==> config.mk <==
export PLATFORM = sky130hd
export DESIGN_NAME = latch_bank_ctrl
export DESIGN_NICKNAME = d
export VERILOG_FILES = /design/src/rtl/latch_bank_ctrl.sv
export SDC_FILE = /design/constraint.sdc
export NUM_CORES = 1
export LEC_CHECK = 0
export ABC_AREA = 1
export BUFFER_PORTS_ARGS = -buffer_cell sky130_fd_sc_hd__buf_2
export CORE_MARGIN = 2
export CORE_UTILIZATION = 25
export CTS_BUF_LIST = sky130_fd_sc_hd__clkbuf_8
export DETAILED_ROUTE_END_ITERATION = 8
export GPL_TIMING_DRIVEN = 0
export SLEW_MARGIN = 20
export SYNTH_ARGS = -nofsm -noshare
export SYNTH_HDL_FRONTEND = slang
export SYNTH_SLANG_ARGS = --single-unit
export TNS_END_PERCENT = 1
==> constraint.sdc <==
create_clock -name clk -period 1.52 [get_ports clk]
set_clock_uncertainty 0.15 [all_clocks]
set_input_delay 0.076 -clock clk [delete_from_list [all_inputs] [get_ports clk]]
set_output_delay 0.076 -clock clk [all_outputs]
set_load 0.005 [all_outputs]
==> src/rtl/latch_bank_ctrl.sv <==
// latch_bank_ctrl: round-robin write sequencer for a bank of gated D-latches with preset sweep.
// Optional shadow readback of the bank contents is enabled by defining LATCH_BANK_CTRL_SHADOW_EN.
module latch_bank_ctrl #(
  parameter int unsigned NREQ      = 2,
  parameter int unsigned AW        = 3,
  parameter int unsigned DW        = 8,
  parameter int unsigned SETUP_CYC = 1,
  parameter int unsigned GATE_CYC  = 2,
  parameter int unsigned HOLD_CYC  = 1
) (
  input  logic                 clk,
  input  logic                 reset,
  input  logic [NREQ-1:0]      req,
  input  logic [NREQ*AW-1:0]   req_addr,
  input  logic [NREQ*DW-1:0]   req_data,
  output logic [NREQ-1:0]      ack,
  input  logic                 preset_req,
`ifdef LATCH_BANK_CTRL_SHADOW_EN
  input  logic [AW-1:0]        rd_addr,
  output logic [DW-1:0]        rd_data,
`endif
  output logic [DW-1:0]        latch_d,
  output logic [(2**AW)-1:0]   latch_g,
  output logic                 latch_ge,
  output logic                 latch_pre,
  output logic                 busy
);

  localparam int unsigned NLATCH = 2**AW;
  localparam int unsigned CMAX01 = (SETUP_CYC > GATE_CYC) ? SETUP_CYC : GATE_CYC;
  localparam int unsigned CMAX   = (CMAX01 > HOLD_CYC) ? CMAX01 : HOLD_CYC;
  localparam int unsigned CW     = (CMAX > 1) ? $clog2(CMAX) : 1;
  localparam int unsigned RW     = (NREQ > 1) ? $clog2(NREQ) : 1;

  typedef enum logic [2:0] {
    ST_PRESET = 3'd0,
    ST_IDLE   = 3'd1,
    ST_SETUP  = 3'd2,
    ST_GATE   = 3'd3,
    ST_HOLD   = 3'd4
  } state_t;

  state_t            state, state_nxt;
  logic [CW-1:0]     cnt, cnt_nxt;
  logic [RW-1:0]     rr;
  logic [RW-1:0]     gnt_q;
  logic [AW-1:0]     addr_q;
  logic [RW-1:0]     gnt_idx;
  logic [RW-1:0]     cand;
  logic              gnt_valid;
  logic              grant;

  logic [NREQ-1:0]   ack_nxt;
  logic [NLATCH-1:0] g_nxt;
  logic              ge_nxt;
  logic              pre_nxt;
  logic              busy_nxt;
  logic [DW-1:0]     d_nxt;

  // Round-robin pick: search starts one past the last granted requester
  always_comb begin
    gnt_valid = 1'b0;
    gnt_idx   = rr;
    cand      = rr;
    for (int unsigned k = 1; k <= NREQ; k++) begin
      cand = RW'((32'(rr) + k) % NREQ);
      if (!gnt_valid && req[cand]) begin
        gnt_valid = 1'b1;
        gnt_idx   = cand;
      end
    end
  end

  // State register plus registered outputs
  always_ff @(posedge clk) begin
    if (reset) begin
      state     <= ST_PRESET;
      cnt       <= '0;
      rr        <= RW'(NREQ - 1);
      gnt_q     <= '0;
      addr_q    <= '0;
      ack       <= '0;
      latch_g   <= '0;
      latch_ge  <= 1'b0;
      latch_pre <= 1'b1;
      busy      <= 1'b1;
      latch_d   <= '0;
    end else begin
      state     <= state_nxt;
      cnt       <= cnt_nxt;
      if (grant) begin
        rr     <= gnt_idx;
        gnt_q  <= gnt_idx;
        addr_q <= req_addr[32'(gnt_idx) * AW +: AW];
      end
      ack       <= ack_nxt;
      latch_g   <= g_nxt;
      latch_ge  <= ge_nxt;
      latch_pre <= pre_nxt;
      busy      <= busy_nxt;
      latch_d   <= d_nxt;
    end
  end

  // Next-state and phase counter
  always_comb begin
    state_nxt = state;
    cnt_nxt   = cnt + CW'(1);
    grant     = 1'b0;
    case (state)
      ST_PRESET: if (cnt == CW'(GATE_CYC - 1)) state_nxt = ST_IDLE;
      ST_IDLE: begin
        if (preset_req) begin
          state_nxt = ST_PRESET;
        end else if (gnt_valid) begin
          state_nxt = ST_SETUP;
          grant     = 1'b1;
        end
      end
      ST_SETUP:  if (cnt == CW'(SETUP_CYC - 1)) state_nxt = ST_GATE;
      ST_GATE:   if (cnt == CW'(GATE_CYC - 1))  state_nxt = ST_HOLD;
      ST_HOLD:   if (cnt == CW'(HOLD_CYC - 1))  state_nxt = ST_IDLE;
      default:   state_nxt = ST_PRESET;
    endcase
    if (state_nxt != state || state_nxt == ST_IDLE) cnt_nxt = '0;
  end

  // Outputs are decoded from the upcoming state so they land registered with it
  always_comb begin
    ack_nxt  = '0;
    g_nxt    = '0;
    ge_nxt   = 1'b0;
    pre_nxt  = 1'b0;
    busy_nxt = (state_nxt != ST_IDLE);
    d_nxt    = latch_d;
    case (state_nxt)
      ST_PRESET: pre_nxt = 1'b1;
      ST_GATE: begin
        ge_nxt        = 1'b1;
        g_nxt[addr_q] = 1'b1;
      end
      ST_HOLD: if (cnt_nxt == CW'(HOLD_CYC - 1)) ack_nxt[gnt_q] = 1'b1;
      default: ;
    endcase
    if (grant) d_nxt = req_data[32'(gnt_idx) * DW +: DW];
  end

`ifdef LATCH_BANK_CTRL_SHADOW_EN
  logic [DW-1:0] shadow [NLATCH];

  // Shadow copy follows preset completion and each committed write
  always_ff @(posedge clk) begin
    if (reset) begin
      for (int unsigned i = 0; i < NLATCH; i++) shadow[i] <= '1;
      rd_data <= '0;
    end else begin
      if (state == ST_PRESET && state_nxt == ST_IDLE) begin
        for (int unsigned i = 0; i < NLATCH; i++) shadow[i] <= '1;
      end
      if (state == ST_GATE && state_nxt == ST_HOLD) shadow[addr_q] <= latch_d;
      rd_data <= shadow[rd_addr];
    end
  end
`endif

endmodule

==> impl_metrics.ini, run 1 <==
[cts]
htree_levels = 2
path_clk_slew_ns = 0.07
cts.sinks = 30
cts_root_buf = clkbuf_8
clockBufferDepth = 2
cts_tree = done
clk_latency_ns = 0.27
cts_buffers = 5

[yosys]
synth_fp_nets = 177
ys_seq_area_share_pct = 46.33
syn_area_per_cell_um2 = 8.642
synth.distinct_cells = 24
yosysWarnings = 0
netlist_instances = 150
synth_area_um2 = 1296
ys_ff_latch = 30

[setup_path]
worstSetupPathType = reg2reg
regToRegEndpoint = addr_q[2]
endpoint_kind = register
cp_max_fo = 10
timing.rr.start = state[0]
cp-startpoint = state[0]
regToRegSetupSlack_ns = 0.13
arrival_ns = 1.40
critical_path.endpoint = addr_q[2]
start_kind = register
crit_required_ns = 1.53
r2r_cells = 6

[layout]
seq_area_um2 = 600.6
layout_commonest_cell = buf_2
n_antenna_cell = 0
stdcell_count = 298
finalInstanceArea_um2 = 1993
multiInputGateArea_um2 = 590.6
final_nets = 254
fin_util_pct = 39.53
synthToLayoutAreaGrowth_pct = 53.76
mostFrequentLayoutCells = buf_2 (48), dfxtp_1 (30), nand2_1 (28)
nFillCells = 516
layout-drive-gt1-share_pct = 39.91

[drt]
ant_nets = 0
firstDrtPassIters = 4
vias_per_cell = 4.215
drt_iter0_drc = 41
wl_per_cell_um = 10.37
vias = 1256
wirelength_um = 3089
drcViolationCount = 0

[grt]
antenna_found_initial = 0
met1_usage_pct = 12.63
gr-usage-met3_pct = 3.791
grt_start_max_net_pins = 11
grt_pass1_wl_um = 5140
grt.overflow.total = 0
gr-max-usage-layer = met2
grt_pass1_vias = 1211
grt.total_usage_pct = 11.01
grt.met2_usage_pct = 19.29

[sta]
slew_violations = 0
worst_pin_slew_ns = 0.4039
fmax_mhz = 720.3
slew_headroom_pct = 73.08
finalCritPeriodShare_pct = 91.33
rsz0062_at_grt = false
period_needed_ns = 1.388
hold_viol = 0
tns_ns = 0
setup_viol = 0

[power]
p_per_area_nw_per_um2 = 1249
p_leak_nw = 0.8922
vdd_drop_max_mv = 0.7753
power_w = 0.002489

[worst_hold_path]
hold_class = in2reg

[die]
ioPinCount = 48
die_width_um = 76.01
num_rows = 26
core_region_area_um2 = 5042
die_area_um2 = 5777
die_h_um = 76.01
initial_core_util_pct = 25.71

[placement]
gp_congestion = 0.7853
dp_hpwl_um = 2166
place_area_um2 = 1619
io_buffers = 47
placed_cells = 267

[run]
timing.max_cap.violations = 0

[run_status]
status = finished clean
==> repair_timing <==
action | 4_1_cts | 5_1_grt
buffers inserted | 0 | 0
gates resized for setup | 0 | 3
hold buffers | 23 | 0
endpoints found under the hold margin | 16 | 0
endpoints found under the setup margin | 0 | 10
==> cell families after synthesis <==
family	synth area share, %
AO/OA/AOI/OAI	23.07
buffers and inverters	8.108
flip-flops	46.33
AND/OR/NAND/NOR	22.49
==> area by class of cell <==
class,instances,area share (%)
buffer,6,2.448
clock buffer,6,4.143
clock inverter,2,3.013
inverter,14,2.888
multi-input combinational,100,29.63
sequential,30,30.13
tap,70,4.394
timing repair buffer,70,23.35
==> per-layer routing <==
metal / share of wire [%] / wire length (um) / vias up
met3: 4.2 / 131 / 7
met5: 0 / 0 / -
met1: 44 / 1369 / 554
met2: 50 / 1538 / 37
met4: 1.6 / 50 / 0
li1: - / - / 658
==> registers in the layout (all words and copies together) (netlist names) <==
| name | count |
|---|---|
| latch_d | 8 |
| latch_g | 8 |
| addr_q | 3 |
| state | 3 |
| ack | 2 |
| busy | 1 |
| cnt | 1 |
| gnt_q | 1 |
| latch_ge | 1 |
| latch_pre | 1 |
| rr | 1 |
==> worst max-delay path: stages (launching register included) <==
cell	delay, ns
dfxtp_1	0.40
inv_2	0.10
nor2_4	0.12
nand3_4	0.12
clkinv_4	0.09
buf_4	0.20
a31oi_2	0.10
==> cell usage after synthesis <==
| master | count | share of area, % |
|---|---|---|
| a21oi_2 | 1 | 0.68 |
| nand3_2 | 2 | 1.5 |
| buf_12 | 1 | 1.5 |
| nand4_1 | 1 | 0.48 |
| buf_2 | 1 | 0.39 |
| buf_4 | 2 | 1.2 |
| a31oi_1 | 4 | 1.9 |
| a31oi_2 | 8 | 7.7 |
| a21oi_1 | 1 | 0.39 |
| nand3_4 | 1 | 1.4 |
| nor2_1 | 15 | 4.3 |
| clkinv_4 | 1 | 0.68 |
| dfxtp_1 | 30 | 46 |
| inv_2 | 3 | 0.87 |
| nor3_2 | 2 | 1.5 |
| inv_1 | 10 | 2.9 |
| nand2_1 | 28 | 8.1 |
| nor2_2 | 2 | 0.97 |
| nand3_1 | 6 | 2.3 |
| o21ai_2 | 8 | 5.4 |
| nand2_2 | 2 | 0.97 |
| nor2_4 | 1 | 0.87 |
| o21ai_0 | 18 | 7.0 |
| clkbuf_1 | 2 | 0.58 |
==> where the power goes <==
part / total (W) / internal (W) / leakage (nW) / switching, W
Sequential: 0.000934 / 0.000873 / 0.243 / 0.0000615
Combinational: 0.000561 / 0.000253 / 0.578 / 0.000308
Clock: 0.000994 / 0.000699 / 0.0714 / 0.000295
Total: 0.00249 / 0.00182 / 0.892 / 0.000664
==> how the worst min path moves through the flow <==
stage	startpoint	end	slack, ns	cells past startpoint
after global placement	reset	cnt	0.20	2
after CTS	req[1]	latch_d[7]	0.07	4
after detailed placement	reset	cnt	0.20	2
final	preset_req	rr	0.07	5
after global routing	preset_req	rr	0.1	5
after floorplan	reset	cnt	-0.007	1
==> per-stage QoR <==
step,setup WS [ns],hold WS (ns)
finish,0.1317,0.06947
global route,0.00007738,0.09702
CTS,0.09505,0.06741
detailed placement,0.1101,0.1954
global placement,0.1077,0.1952
floorplan,0.2677,-0.007131
No activity file was read; power rests on OpenSTA's default activity.
==> run 2: changes to the inputs <==
Settings changed: CORE_ASPECT_RATIO set to 0.8, GPL_TIMING_DRIVEN 0 to unset.
==> impl_metrics.ini, run 2 (same netlist as run 1, synthesis figures left out) <==
[layout]
reg_top3 = latch_d: 8 flops, latch_g: 8 flops
nFillCells = 529
synthToLayoutAreaGrowth_pct = 48.26
n_antenna_cell = 0
fin_util_pct = 38.38
layout_commonest_cell = buf_2
layout-drive-gt1-share_pct = 40.71
final_nets = 252
mostFrequentLayoutCells = buf_2 (47), dfxtp_1 (29), nand2_1 (28)
finalInstanceArea_um2 = 1922

[grt]
grt_pass1_vias = 1189
grt.total_usage_pct = 11.25
grt_pass1_wl_um = 5106
grt_start_max_net_pins = 24
antenna_found_initial = 0
grt.overflow.total = 0

[setup_path]
critPathBufInv = 3
worstSetupPathType = reg2reg
timing.rr.start = rr
crit_required_ns = 1.52
regToRegSetupSlack_ns = 0.10
slowest_stage = dfxtp_1
arrival_ns = 1.42
cpPeakStageDelay_ns = 0.35
endpoint_kind = register
start_kind = register
path_cells = buf_4, nand2_1, inv_1, nor2_2, buf_4, nand2_1, a31oi_2
crit_family = buffers and inverters
cp-startpoint = rr
cp_max_fo = 12

[drt]
firstDrtPassIters = 4
ant_nets = 0
drt_iter0_drc = 53
wl_per_cell_um = 10.83
drcViolationCount = 0
vias_per_cell = 4.285
wirelength_um = 3120
vias = 1234

[cts]
clockBufferDepth = 2
path_clk_slew_ns = 0.06
cts_tree = done
cts_buffers = 5
htree_levels = 2
cts_root_buf = clkbuf_8
clk_latency_ns = 0.28
cts.sinks = 30

[power]
p_leak_nw = 0.8659
power_w = 0.002131
p_per_area_nw_per_um2 = 1109
vdd_drop_max_mv = 0.4484

[placement]
place_area_um2 = 1592
gp_congestion = 0.7739
dp_hpwl_um = 2138
place_ws_ns = -0.03757
io_buffers = 47

[sta]
finalCritPeriodShare_pct = 93.32
slew_violations = 0
fmax_mhz = 705.0
slew_headroom_pct = 73.21
worst_pin_slew_ns = 0.4015
rsz0062_at_grt = true
tns_ns = 0
hold_viol = 0
setup_viol = 0
fin_ws_ns = 0.1015
period_needed_ns = 1.418

[run]
timing.max_cap.violations = 0

[die]
num_rows = 23
die_h_um = 68.41
die_width_um = 84.51
ioPinCount = 48
initial_core_util_pct = 25.89
die_area_um2 = 5781
core_region_area_um2 = 5007

[worst_hold_path]
hold_class = in2reg
hp-start = preset_req

[run_status]
status = finished clean
## run 2: final cells by class
cell class | count | area (um2) | share of cell area (%)
multi-input cells | 100 | 595.6 | 30.99
clock buffers | 6 | 82.58 | 4.297
repair buffers | 74 | 495.5 | 25.78
well taps | 62 | 77.57 | 4.036
inverters | 14 | 60.06 | 3.125
clock inverters | 2 | 8.758 | 0.4557
flip-flops and latches | 30 | 601.8 | 31.32
## run 2: worst reg2reg max path: cells and delay by family (launching register included)
kind,cells,cell delay (ns)
AOI/OAI and AO/OA,1,0.08
buffers and inverters,3,0.54
DFF,1,0.35
and+or+nand+nor,3,0.18
## run 2: per-stage QoR
step	instances	hold WS, ns
after detailed placement	257	0.1884
after floorplan	150	-0.007131
final	288	0.06706
after global routing	288	0.1190
after CTS	288	0.04706
after global placement	257	0.1834
## run 2: worst paths after layout
kind | endpoint | depth (start not counted)
max reg2reg | addr_q[1] | 7
min | rr | 5
max | addr_q[1] | 7
min reg2reg | ack[1] | 2
## run 2: per-layer routing
layer	routed length, um	global-route usage [%]	part of all wire (%)	vias to the layer above
met5	0	0	0	-
met4	19	4.762	0.61	0
met3	192	3.257	6.2	2
met2	1503	19.59	48	41
met1	1404	13.18	45	545
li1	-	-	-	646
## run 2: what timing repair did
item | in CTS | in global routing
setup buffers | 0 | 0
hold endpoints to repair | 16 | 0
hold buffers | 23 | 0
endpoints found under the setup margin | 13 | 13
gates resized for setup | 1 | 3
## run 2: report_power, final
part / switching, W / leakage [nW] / internal [W]
clock network: 0.000284 / 0.0524 / 0.000358
logic: 0.000300 / 0.570 / 0.000249
registers: 0.0000662 / 0.244 / 0.000875
